`config.mk`:
```
export PLATFORM = sky130hd
export DESIGN_NAME = imm_ext_pipe
export DESIGN_NICKNAME = d
export VERILOG_FILES = /design/src/rtl/imm_ext_pipe.sv
export SDC_FILE = /design/constraint.sdc
export NUM_CORES = 1
export LEC_CHECK = 0
export CORE_AREA = 5 5 75 77
export CTS_CLUSTER_SIZE = 20
export DETAILED_ROUTE_END_ITERATION = 6
export DIE_AREA = 0 0 80 82
export GPL_TIMING_DRIVEN = 0
export PLACE_DENSITY = 0.63
export SYNTH_ARGS = -nofsm -noshare
export SYNTH_HDL_FRONTEND = slang
export SYNTH_SLANG_ARGS = --single-unit
```
`constraint.sdc`:
```
create_clock -name clk -period 1.6 [get_ports clk]
set_input_delay 0.32 -clock clk [delete_from_list [all_inputs] [get_ports clk]]
set_output_delay 0.32 -clock clk [all_outputs]
set_load 0.03 [all_outputs]
```
`src/rtl/imm_ext_pipe.sv`:
```
// Pipelined immediate extender: SX / ZX / shifted-SX / upper placement, with a
// one-deep skid buffer so in_ready is a pure register output.
module imm_ext_pipe #(
  parameter int IN_W  = 3,
  parameter int OUT_W = 8,
  parameter int SHIFT = 1,
  parameter int CNT_W = 16
) (
  input  logic             clk,
  input  logic             rst_n,
  input  logic             in_valid,
  output logic             in_ready,
  input  logic [IN_W-1:0]  in_imm,
  input  logic [1:0]       in_mode,
  output logic             out_valid,
  input  logic             out_ready,
  output logic [OUT_W-1:0] out_data,
  output logic [CNT_W-1:0] xfer_cnt
);

  if (IN_W < 1 || IN_W >= OUT_W || SHIFT < 0 || SHIFT > OUT_W - IN_W) begin : g_param_check
    $error("imm_ext_pipe: illegal IN_W/OUT_W/SHIFT combination");
  end

  localparam logic [1:0] MODE_SX  = 2'b00;
  localparam logic [1:0] MODE_ZX  = 2'b01;
  localparam logic [1:0] MODE_SXS = 2'b10;
  localparam logic [1:0] MODE_UP  = 2'b11;

  function automatic logic [OUT_W-1:0] extend(input logic [IN_W-1:0] imm,
                                              input logic [1:0]      mode);
    logic signed [OUT_W-1:0] sx;
    logic        [OUT_W-1:0] res;
    sx  = signed'({{(OUT_W-IN_W){imm[IN_W-1]}}, imm});
    res = '0;
    case (mode)
      MODE_SX:  res = unsigned'(sx);
      MODE_ZX:  res = {{(OUT_W-IN_W){1'b0}}, imm};
      MODE_SXS: res = unsigned'(sx <<< SHIFT);
      MODE_UP:  res = {imm, {(OUT_W-IN_W){1'b0}}};
      default:  res = '0;
    endcase
    return res;
  endfunction

  // Stage p0: combinational extension of the incoming immediate
  logic [OUT_W-1:0] ext_p0;
  assign ext_p0 = extend(in_imm, in_mode);

  // Stage p1: output register plus skid slot
  logic             out_vld_p1;
  logic [OUT_W-1:0] out_data_p1;
  logic             skid_vld_p1;
  logic [OUT_W-1:0] skid_data_p1;
  logic [CNT_W-1:0] cnt_p1;
  logic             in_fire;
  logic             out_fire;
  logic             load_out;

  assign in_ready  = !skid_vld_p1;
  assign in_fire   = in_valid && !skid_vld_p1;
  assign out_fire  = out_vld_p1 && out_ready;
  assign load_out  = !out_vld_p1 || out_fire;
  assign out_valid = out_vld_p1;
  assign out_data  = out_data_p1;
  assign xfer_cnt  = cnt_p1;

  always_ff @(posedge clk or negedge rst_n) begin
    if (!rst_n) begin
      out_vld_p1  <= 1'b0;
      out_data_p1 <= '0;
      skid_vld_p1 <= 1'b0;
      cnt_p1      <= '0;
    end else begin
      if (out_fire) cnt_p1 <= cnt_p1 + CNT_W'(1);
      if (load_out) begin
        // A full skid always refills the output slot before new input can.
        if (skid_vld_p1) begin
          out_data_p1 <= skid_data_p1;
          out_vld_p1  <= 1'b1;
          skid_vld_p1 <= 1'b0;
        end else if (in_fire) begin
          out_data_p1 <= ext_p0;
          out_vld_p1  <= 1'b1;
        end else begin
          out_vld_p1  <= 1'b0;
        end
      end else if (in_fire) begin
        skid_vld_p1 <= 1'b1;
      end
    end
  end

  always_ff @(posedge clk) begin
    if (in_fire && !load_out) skid_data_p1 <= ext_p0;
  end

endmodule

```
==> results.tsv, run 1 <==
metric	value	unit
startpoint types	flop	
Synth Area in Adders	0.8818	%
Max IR drop VDD	0.4669	mV
routed vias/inst	4.318	
mapped cell area	0.001419	mm2
post-synthesis cell count	121	
Critical Path RT	1280	ps
RSZ-0062 raised after global routing	false	
row count	26	
core footprint	0.004945	mm2
post-route insts no fill	233	
nets	172	
Worst Skew	9.386	ps
r2r endpoint	skid_data_p1[1]	
fin crit period	1528	ps
Clock Latency Late Sink	280	ps
Yosys top cell area share	44.09	%
Yosys Warn Count	0	
clock slew at reported path FFs	70	ps
largest family of logic cells by synthesized area	simple AND/OR/NAND/NOR gates	
CP endpoint kind	output port	
syn_nets	131	
ANT nets after route	0	
CTS tree	done	
initial antenna violation count	0	
DP HPWL	2.099	mm
main area contributors after synthesis	dfrtp_1 (44%), edfxtp_1 (15%), xnor2_1 (6.2%), nand2_1 (3.7%), nand3_1 (3.2%)	
Reg2Reg Depth	3	
Worst Tran Pin Value	1080	ps
Die Ht	82	um
Critical Path AT	1210	ps
# port buffers	34	
top_reg_cell synth	dfrtp_1	
multiplexer share of the synthesized area	2.910	%
final worst setup slack	72.42	ps
TNS Setup	0	ps
P per Cell Area	1218	mW/mm2
XOR/XNOR Fraction of Synth Area	9.259	%
simple-gate share of the synthesized area	18.43	%
final setup fails	0	
launching point of the worst reg2reg path	out_valid	
Overflow after GRT	0	
EDFF count, synth	7	
max_cap viols	0	
sequential share of the synthesized area	58.91	%
DIE WIDTH	80	um
number of unique standard cell types used by synthesis	33	
share of layout cells above drive strength 1	14.11	%
Pre-Repair DR Iteration Count	4	
Worst slew margin	27.88	%
total CTS buffers	5	
root buf cell	clkbuf_8	
Synth Area in Compound Gates	6.966	%
Avg Synthesized Cell Area	11.73	um2
Final Max Slew Viols	0	
area leader, netlist	dfrtp_1	
Final Hold Fails	0	
Ports	35	
total track usage	9.089	%
Worst Path Class, Setup	reg -> out	
first-pass GRT wire length	4.671	mm
starting DRC count in detailed routing	22	
die area	0.006560	mm2
LEAKAGE	0.9178	nW
Initial Utilization	28.69	%
Async SR Flop Fraction	78.13	%
number of global-route vias before repair	1048	
DRC errors left	0	
clk buf depth	2	
Antenna diodes	0	
# fillers	518	
f_max	654.6	MHz
Avg WL per Cell	11.47	um
Tcrit/Tclk final	95.47	%
DP Cell Count	225	
final wirelength	2.673	mm
hold buffers post-CTS	0	
routed via count	1006	
H-tree levels	2	
most frequent cell after synthesis	dfrtp_1	
dpl ws	-373.7	ps
gpl congestion	0.7285	
Layout area overhead	36.42	%
pin count of the biggest net entering global routing	26	
FF-to-FF setup slack	190	ps
CP Max Fanout	9	
synthesis-stage register bit count	32	
Synth top cells by count	dfrtp_1 (25), nand2_1 (14), xnor2_1 (10)	
Hold Crit Class	in -> async	
outcome	complete, no violations	
# clock sinks	32	
[stage by stage]
step / total power, mW / instance area (um2) / hold WS [ps] / utilization [%]
CTS: 2.387 / 1929 / 472.7 / 39.02
global placement: 1.871 / 1861 / 465.4 / 37.63
global route: 2.477 / 1936 / 343.8 / 39.14
finish: 2.357 / 1936 / 240.2 / 39.14
detailed placement: 1.888 / 1861 / 469.7 / 37.63
floorplan: 1.544 / 1433 / 24.41 / -
[what timing repair did]
| item | CTS | global route |
|---|---|---|
| pin swaps | 0 | 2 |
| buffers inserted | 1 | 0 |
| setup endpoints to repair | 33 | 13 |
| gates cloned | 0 | 0 |
| resized for setup | 29 | 3 |
| endpoints found under the hold margin | 0 | 0 |
[power by group]
| part | switching [mW] | leakage, nW | internal [mW] | total [mW] |
|---|---|---|---|---|
| Combinational | 0.434 | 0.497 | 0.254 | 0.688 |
| Sequential | 0.128 | 0.382 | 0.963 | 1.09 |
| Clock | 0.270 | 0.0395 | 0.308 | 0.578 |
[critical path: stages (launching register included)]
cell             delay [ps]
dfrtp_2                 480
inv_4                   130
clkdlybuf4s15_2         310
[layout make-up]
type | instances | area, um2 | share of cell area (%)
clock buffers | 8 | 80.08 | 4.137
repair buffers | 35 | 332.8 | 17.19
plain buffers | 2 | 15.01 | 0.7757
inverters | 5 | 21.27 | 1.099
well taps | 70 | 87.58 | 4.525
flip-flops and latches | 32 | 839.6 | 43.37
multi-input cells | 81 | 559.3 | 28.89
[flip-flops by register name (all words and copies together) (netlist names)]
| name | count |
|---|---|
| xfer_cnt | 16 |
| out_data | 7 |
| skid_data_p1 | 7 |
| out_valid | 1 |
| skid_vld_p1 | 1 |
[worst max-delay path by stage]
| stage | cells past startpoint | slack, ps | endpoint | start |
|---|---|---|---|---|
| floorplan | 2 | 6 | skid_data_p1[0] | out_valid |
| global placement | 3 | -360 | skid_data_p1[2] | out_ready |
| detailed placement | 3 | -370 | skid_data_p1[1] | out_ready |
| CTS | 2 | 10 | in_ready | skid_vld_p1 |
| global route | 2 | 30 | in_ready | skid_vld_p1 |
| finish | 2 | 70 | in_ready | skid_vld_p1 |
[logic make-up after synthesis]
| group | count (synthesis) |
|---|---|
| AOI/OAI and AO/OA | 16 |
| buffers and inverters | 8 |
| muxes | 4 |
| xor gates and xnor gates | 15 |
| DFF | 32 |
| and+or+nand+nor | 45 |
| adders and majority gates | 1 |
[placed cells by master, fill, tap and decap left out, types with 4 or more instances in the layout]
cell	n
dlygate4sd2_1	25
clkbuf_8	5
o21ai_0	8
clkdlybuf4s50_1	7
edfxtp_1	7
nand3_1	9
xor2_1	5
inv_1	4
nand2_1	14
dfrtp_1	22
nor2_1	6
xnor2_1	10
[per-layer routing]
metal	vias up	part of all wire (%)	global-route usage (%)
met5	-	0	0
met4	0	0.90	3.041
met3	4	7.3	3.618
met2	27	49	15.15
met1	476	43	10.68
li1	499	-	-
No activity file was read; power rests on OpenSTA's default activity.
==> inputs of run 2 (changes only) <==
--- a/config.mk
+++ b/config.mk
@@ -5,6 +5,7 @@
 export SDC_FILE = /design/constraint.sdc
 export NUM_CORES = 1
 export LEC_CHECK = 0
+export ABC_CLOCK_PERIOD_IN_PS = 1600
 export CORE_AREA = 5 5 75 77
 export CTS_CLUSTER_SIZE = 20
 export DETAILED_ROUTE_END_ITERATION = 6
==> results of run 2 <==
The final DEF is identical to that of run 1; final timing and power are the same.
==> inputs of run 3 (changes only) <==
--- a/config.mk
+++ b/config.mk
@@ -12,6 +12,8 @@
 export DIE_AREA = 0 0 80 82
 export GPL_TIMING_DRIVEN = 0
 export PLACE_DENSITY = 0.63
+export SKIP_LAST_GASP = 1
 export SYNTH_ARGS = -nofsm -noshare
 export SYNTH_HDL_FRONTEND = slang
 export SYNTH_SLANG_ARGS = --single-unit
+export TNS_END_PERCENT = 1
==> run 3 against run 2 <==
Compared with the run above: the flow now finishes with violations (negative setup slack); first-iteration DRC count rose by 4.5%; register-to-register slack worse by 140 ps; power up 1.8%; utilization fell by 0.10 points; critical endpoint is now out_valid; largest power group unchanged.
==> results.tsv, run 3 (synthesized netlist as in run 1, its figures left out) <==
metric	value	unit
failing checks	negative setup slack	
routed vias/inst	4.286	
clk buf depth	2	
f_max	580.6	MHz
Max stage delay on crit path	700	ps
Hold Crit Class	reg -> reg	
Worst Path Class, Setup	reg -> out	
switching share of power	34.51	%
CP max-delay cell	clkdlybuf4s50_1	
hold buffers post-CTS	0	
launching point of the worst reg2reg path	out_valid	
Area after DPL	0.001858	mm2
number of global-route vias before repair	998	
gpl congestion	0.7250	
Clock Latency Late Sink	270	ps
CTS tree	done	
die area	0.006560	mm2
startpoint types	flop	
DP HPWL	2.025	mm
RSZ-0062 raised after global routing	true	
DIE WIDTH	80	um
Layout area overhead	36.07	%
core footprint	0.004945	mm2
total CTS buffers	5	
final worst setup slack	-122.5	ps
Psw	0.8279	mW
crit-path cells	clkdlybuf4s50_1	
CP endpoint kind	output port	
internal power	1.571	mW
nets	171	
outcome	finished with violations	
Antenna diodes	0	
Clock power frac	23.5	%
total track usage	8.863	%
register share of total power	45.2	%
ANT nets after route	0	
LEAKAGE	0.8389	nW
share of layout cells above drive strength 1	11.18	%
H-tree levels	2	
root buf cell	clkbuf_8	
Pre-Repair DR Iteration Count	4	
Worst slew margin	25.66	%
initial antenna violation count	0	
starting DRC count in detailed routing	23	
Critical Path RT	1280	ps
dpl ws	-365.2	ps
commonest non-fill, non-tap cell in the layout	clkdlybuf4s50_1	
max_cap viols	0	
CP Launch Point	out_valid	
hold slack	478.1	ps
Worst Skew	6.830	ps
first-pass GRT wire length	4.498	mm
Initial Utilization	28.69	%
Gate power share	31.2	%
Avg WL per Cell	11.51	um
Ports	35	
Max IR drop VDD	0.5001	mV
Overflow after GRT	0	
CP Max Fanout	5	
CP delay by family, top	buffers and inverters	
P per Cell Area	1243	mW/mm2
Final Hold Fails	0	
Final Max Slew Viols	0	
routed via count	990	
Die Ht	82	um
DRC errors left	0	
hold_sp	xfer_cnt[15]	
final setup fails	31	
Tcrit/Tclk final	107.7	%
# port buffers	34	
most frequent cells in the layout	clkdlybuf4s50_1 (31), dfrtp_1 (25), nand2_1 (14), xnor2_1 (10), nand3_1 (9)	
Final Instance Area	0.001931	mm2
Worst Path Buf+Inv	1	
pin count of the biggest net entering global routing	26	
fin crit period	1722	ps
Critical Path AT	1400	ps
final wirelength	2.658	mm
row count	26	
clock slew at reported path FFs	60	ps
flip-flop count of the largest register after layout	16	
# clock sinks	32	
Worst Tran Pin Value	1112	ps
[run 3: cell count changes in the layout (fill, tap and decap cells not counted), sizes merged]
cell           change
clkdlybuf4s50     +24
dlygate4sd2       -23
buf                -1
clkbuf             -1
clkdlybuf4s15      -1
[run 3: what timing repair did]
item                                   in CTS  in global routing
endpoints found under the hold margin       0                  0
resized for setup                           2                  1
setup endpoints to repair                  33                 34
buffers inserted                            0                  0
[run 3: cell type report]
cell class / instances / area [um2]
Tap cell: 70 / 87.58
Buffer: 2 / 15.01
Clock buffer: 7 / 76.32
Sequential cell: 32 / 835.8
Inverter: 5 / 18.77
Multi-Input combinational cell: 81 / 556.8
Timing Repair Buffer: 34 / 340.3
Fill cell: 516 / 3014
[run 3: power groups by stage]
| stage | Sequential [mW] | Clock [mW] | Combinational, mW |
|---|---|---|---|
| after floorplan | 1.30 | 0 | 0.240 |
| after global placement | 1.10 | 0 | 0.768 |
| after detailed placement | 1.10 | 0 | 0.778 |
| after CTS | 1.09 | 0.582 | 0.762 |
| after global routing | 1.11 | 0.612 | 0.805 |
| final | 1.09 | 0.564 | 0.749 |
[run 3: path summary, 6_finish.rpt]
path | end | slack [ps] | cells past startpoint
worst min-delay path | xfer_cnt[15] | 480 | 1
min in group asynchronous | out_data[2] | 650 | 1
max in group asynchronous | xfer_cnt[0] | 290 | 1
worst max-delay path | out_valid | -120 | 1
worst max register to register | skid_data_p1[0] | 50 | 2
worst min register to register | xfer_cnt[15] | 480 | 1
[run 3: layer usage]
metal | track usage, % | vias to the layer above | wire length, um
li1 | - | 494 | -
met3 | 3.509 | 2 | 206
met4 | 2.534 | 0 | 8
met2 | 15.15 | 27 | 1273
met1 | 10.29 | 467 | 1170
met5 | 0 | - | 0
[run 3: stage by stage]
stage	TNS [ps]	utilization, %	power (mW)	instances
6_report	-1928	39.04	2.399	231
5_1_grt	-3540	39.04	2.522	231
4_1_cts	-2639	38.99	2.433	231
3_5_place_dp	-7774	37.58	1.878	225
3_3_place_gp	-7018	37.58	1.865	225
2_1_floorplan	-40.14	-	1.537	121
==> edit 1 (flow settings as in run 2) <==
`CNT_W`: 16 -> 12.
--- a/src/rtl/imm_ext_pipe.sv
+++ b/src/rtl/imm_ext_pipe.sv
@@ -6,3 +6,3 @@
   parameter int SHIFT = 1,
-  parameter int CNT_W = 16
+  parameter int CNT_W = 12
 ) (
Interface: changed (resized xfer_cnt); port bits go from 35 to 31. The function was not compared with the original's and may differ.
==> edit 1 against run 2 <==
- combinational power up 1%
- global-route usage down 0.63 points
- cell area down 14%
- maximum frequency up 3.0%
- sequential cell count down 4
- sequential power down 9%
- non-clock buffer count down 5
- final cell count down 8.6%
- total power down 12%
- worst setup slack better by 0.044 ns
- routed wire length down 5.4%
- area after synthesis down 11%
- largest power group unchanged
==> edit 1: results (changes against run 2) <==
Outcome -> finished clean
Post-synthesis mux area share -> 0.0527 (+0.0236)
CP max stage delay -> 0.40 ns (-0.08 ns)
Placed wire-length estimate -> 1950 um (-7.3%)
GR Util met1 -> 0.105 (-0.00221)
Via density -> 4.27 (-1.2%)
Seq power -> 0.000997 W (-9%)
Leak -> 0.749 nW (-18%)
Sequential share of power -> 0.479 (+0.016)
WL/cell -> 11.9 um (+3.5%)
Syn_nets -> 119 (-9.2%)
Post-CTS Resized -> 26 (-10%)
Share of layout cells above drive strength 1 -> 0.0769 (-0.0642)
Worst-Margin Slew -> 0.909 ns (-0.171 ns)
Final Skew -> 0.00478 ns (-0.00461 ns)
DRT met1 WL -> 1150 um (+1.2%)
CP top delay family -> buffers and inverters
NetSw -> 0.000781 W (-6.1%)
Compound-cell area share of the yosys netlist -> 0.0795 (+0.00986)
Class of the worst hold path -> register to register
Met3 wire len -> 198 um (+2.1%)
Post-Place Cells -> 209 (-7.1%)
Post-CTS setup buffers -> 0 (-1)
PortBufs -> 30 (-12%)
Synth unique cells -> 29 (-12%)
Synth Area in XOR/XNOR -> 0.0765 (-0.0161)
H-tree depth -> 1 (-1)
Global-route wire length before repair -> 4330 um (-7.4%)
WL met2 -> 1140 um (-13%)
Post-Route WL -> 2530 um (-5.4%)
Cells after synthesis -> 109 (-9.9%)
Met3 GRT Util -> 0.0263 (-0.00987)
Largest cells by area after synthesis -> dfrtp_1, edfxtp_1, mux2_1, xnor2_1, xor2_1
Peak VDD IR -> 454 uV (-2.8%)
CTS Buf Count -> 3 (-2)
-- edit 1: changes by cell type after synthesis, moves of 3 or more --
cell	delta
nand3_2	-3
o31ai_1	+3
xnor2_1	-4
o21ai_0	-4
mux2_1	+5
nor2b_1	+4
dfrtp_1	-4
nand3_1	-5
nor3_1	+4
nand2_1	-4
-- edit 1: worst paths after layout --
path / from / endpoint / slack [ns] / depth (start not counted)
setup / recovery: skid_vld_p1 / in_ready / 0.12 / 3
max in group asynchronous: rst_n / xfer_cnt[6] / 0.49 / 1
setup reg to reg: out_valid / skid_data_p1[2] / 0.28 / 2
hold reg to reg: xfer_cnt[11] / xfer_cnt[11] / 0.46 / 1
hold / removal: xfer_cnt[11] / xfer_cnt[11] / 0.46 / 1
min in group asynchronous: rst_n / xfer_cnt[5] / 0.55 / 1
-- edit 1: metrics by stage --
stage               utilization  area (um^2)  hold WS, ns
floorplan                     -         1260       0.0244
global placement          0.333         1650        0.457
detailed placement        0.333         1650        0.461
CTS                       0.336         1660        0.470
global route              0.337         1670        0.498
finish                    0.337         1670        0.462
-- edit 1: layout make-up --
class,count,area (um^2)
Fill cell,522,3280
Sequential cell,28,736
Multi-Input combinational cell,73,489
Timing Repair Buffer,30,272
Tap cell,70,87.6
Clock buffer,4,45.0
Inverter,6,25.0
Buffer,2,12.5
-- edit 1: cells by family after synthesis --
kind of cell               Yosys count
adders and majority gates            1
xor gates and xnor gates            11
AOI/OAI and AO/OA                   15
and+or+nand+nor                     40
DFF                                 28
buffers and inverters                8
muxes                                6
-- edit 1: worst reg2reg max path, stage by stage, from the launching register on --
cell and delay, ns:
dfrtp_1 0.45, nor2b_1 0.25, and3_2 0.33
==> edit 2 (flow settings as in run 2) <==
Without the edit above. Add an input register stage for `in_mode`, with the module's reset; this delays it by one clock. The other inputs are not delayed to match.
--- a/src/rtl/imm_ext_pipe.sv
+++ b/src/rtl/imm_ext_pipe.sv
@@ -19,2 +19,12 @@
 );
+
+  logic [1:0] in_mode_q;
+
+  always_ff @(posedge clk or negedge rst_n) begin
+    if (!rst_n) begin
+      in_mode_q <= '0;
+    end else begin
+      in_mode_q <= in_mode;
+    end
+  end
 
@@ -47,3 +57,3 @@
   logic [OUT_W-1:0] ext_p0;
-  assign ext_p0 = extend(in_imm, in_mode);
+  assign ext_p0 = extend(in_imm, in_mode_q);
 
Check against the original RTL: not equivalent (Yosys sat finds a counterexample within 4 cycles, from zero or initial values and one cycle with rst_n low).
==> edit 2 against run 2 <==
- worst setup slack got worse by 0.012 ns
- clock power increased by 13%
- via count increased by 1.7%
- critical path depth unchanged
- utilization increased by 0.86 points
- area after synthesis increased by 3.1%
- first-iteration DRC count increased to 5.4 times the old value
- cell area increased by 2.2%
- total power increased by 5.9%
- sequential cell count increased by 2
- clock skew increased by 0.0022 ns
- routed wire length increased by 15%
- critical endpoint unchanged
- largest cell class unchanged
==> edit 2: results (changes against run 2) <==
Outcome -> finished clean
Global-route wire length before repair -> 4960 um (+6.2%)
Vias in the first global route -> 1,055 (+0.67%)
Non-Filler Instances -> 235 (+0.86%)
Final Skew -> 0.0116 ns (+0.00223 ns)
Peak VDD IR -> 670 uV (+43%)
Area of the multi-input gates -> 564 um^2 (+0.89%)
WL/cell -> 13.1 um (+14%)
Net Sw Frac -> 0.352 (-0.000887)
GPL Wtd Cong -> 0.759 (+4.2%)
Worst skew pair latency -> 0.29 ns
Layout Nets -> 174 (+1.2%)
Gr usage total -> 0.100 (+0.00951)
Clk slew on worst S/H paths -> 0.07 ns (about the same)
Dpl ws -> -0.327 ns (+0.0471 ns)
Via density -> 4.35 (+0.82%)
Worst-Margin Slew -> 0.606 ns (-0.474 ns)
Root buf cell -> clkbuf_8
Post-Place Cells -> 227 (+0.89%)
Fraction of the yosys area taken by sequential cells -> 0.606 (+0.0166)
1st-iter DRT viols -> 119 (+440%)
Largest cells by area after synthesis -> dfrtp_1, edfxtp_1, xnor2_1, nand2_1, nand3_1
PortBufs -> 34 (unchanged)
Synth async-reset ratio -> 0.794 (+0.0129)
Placed wire-length estimate -> 2310 um (+9.9%)
Share of layout cells above drive strength 1 -> 0.145 (+0.00435)
Post-synth EDFFs -> 7 (unchanged)
Ant diodes -> 0 (unchanged)
Leak -> 0.947 nW (+3.1%)
Fillers -> 504 (-2.7%)
Largest net degree at the start of global routing -> 28 (+7.7%)
Synth unique cells -> 35 (+6.1%)
Syn_nets -> 133 (+1.5%)
Cells after synthesis -> 123 (+1.7%)
CP max FO -> 9 (unchanged)
## edit 2: cell count changes after synthesis
cell / change
dfrtp_1: +2
or2b_1: +1
nand3_1: +1
nand4_2: +1
buf_4: -1
nand3_2: -2
or2b_2: -1
buf_2: +1
## edit 2: path summary, 6_finish.rpt
kind | start | end | slack [ns] | cells past startpoint
max | skid_vld_p1 | in_ready | 0.06 | 2
min | rst_n | out_data[0] | 0.03 | 1
max reg2reg | xfer_cnt[0] | xfer_cnt[12] | 0.12 | 5
min reg2reg | xfer_cnt[15] | xfer_cnt[15] | 0.47 | 1
max in group asynchronous | rst_n | xfer_cnt[0] | 1.12 | 1
min in group clk | xfer_cnt[15] | xfer_cnt[15] | 0.47 | 1
## edit 2: power by group through the flow
stage	registers (W)	logic (W)	clock network (W)
after floorplan	0.00137	0.000234	0
after global placement	0.00117	0.000762	0
after detailed placement	0.00118	0.000774	0
after CTS	0.00116	0.000687	0.000673
after global routing	0.00118	0.000732	0.000699
final	0.00116	0.000683	0.000651
## edit 2: per-layer routing
metal / vias up / track usage / wire length [um]
li1: 505 / - / -
met1: 484 / 0.116 / 1350
met2: 29 / 0.166 / 1490
met3: 5 / 0.0450 / 190
met4: 0 / 0.0355 / 42
met5: - / 0 / 0
## edit 2: cell families (layout without fill, tap and decap cells)
group	after synthesis	after routing	synth area share
AND/OR/NAND/NOR	45	45	0.176
flip-flops	34	34	0.606
AO/OA/AOI/OAI	16	16	0.0676
XOR/XNOR	15	15	0.0898
buffers and inverters	8	50	0.0239
multiplexers	4	4	0.0282
adder cells (fa/ha/maj)	1	1	0.00855
## edit 2: cell type report
type,instances,share of cell area
repair buffers,35,0.158
clock buffers,8,0.0455
well taps,70,0.0443
plain buffers,2,0.00633
flip-flops and latches,34,0.450
multi-input cells,81,0.285
inverters,5,0.0108
## edit 2: worst reg2reg max path, delay by kind of cell, from the launching register on
kind / cells / cell delay, ns
DFF: 1 / 0.42
and+or+nand+nor: 3 / 0.64
xor gates and xnor gates: 1 / 0.14
adders and majority gates: 1 / 0.17
## edit 2: what timing repair did
item,in CTS,in global routing
setup endpoints to repair,28,9
gates resized for setup,30,3
buffers inserted,0,1
cloned,0,0
pin swaps,0,1
hold buffers,0,0
## edit 2: metrics by stage
| step | power (W) | setup TNS, ns |
|---|---|---|
| 6_report | 0.00250 | 0 |
| 2_1_floorplan | 0.00161 | 0 |
| 3_5_place_dp | 0.00195 | -10.20 |
| 3_3_place_gp | 0.00193 | -7.21 |
| 5_1_grt | 0.00261 | 0 |
| 4_1_cts | 0.00252 | 0 |
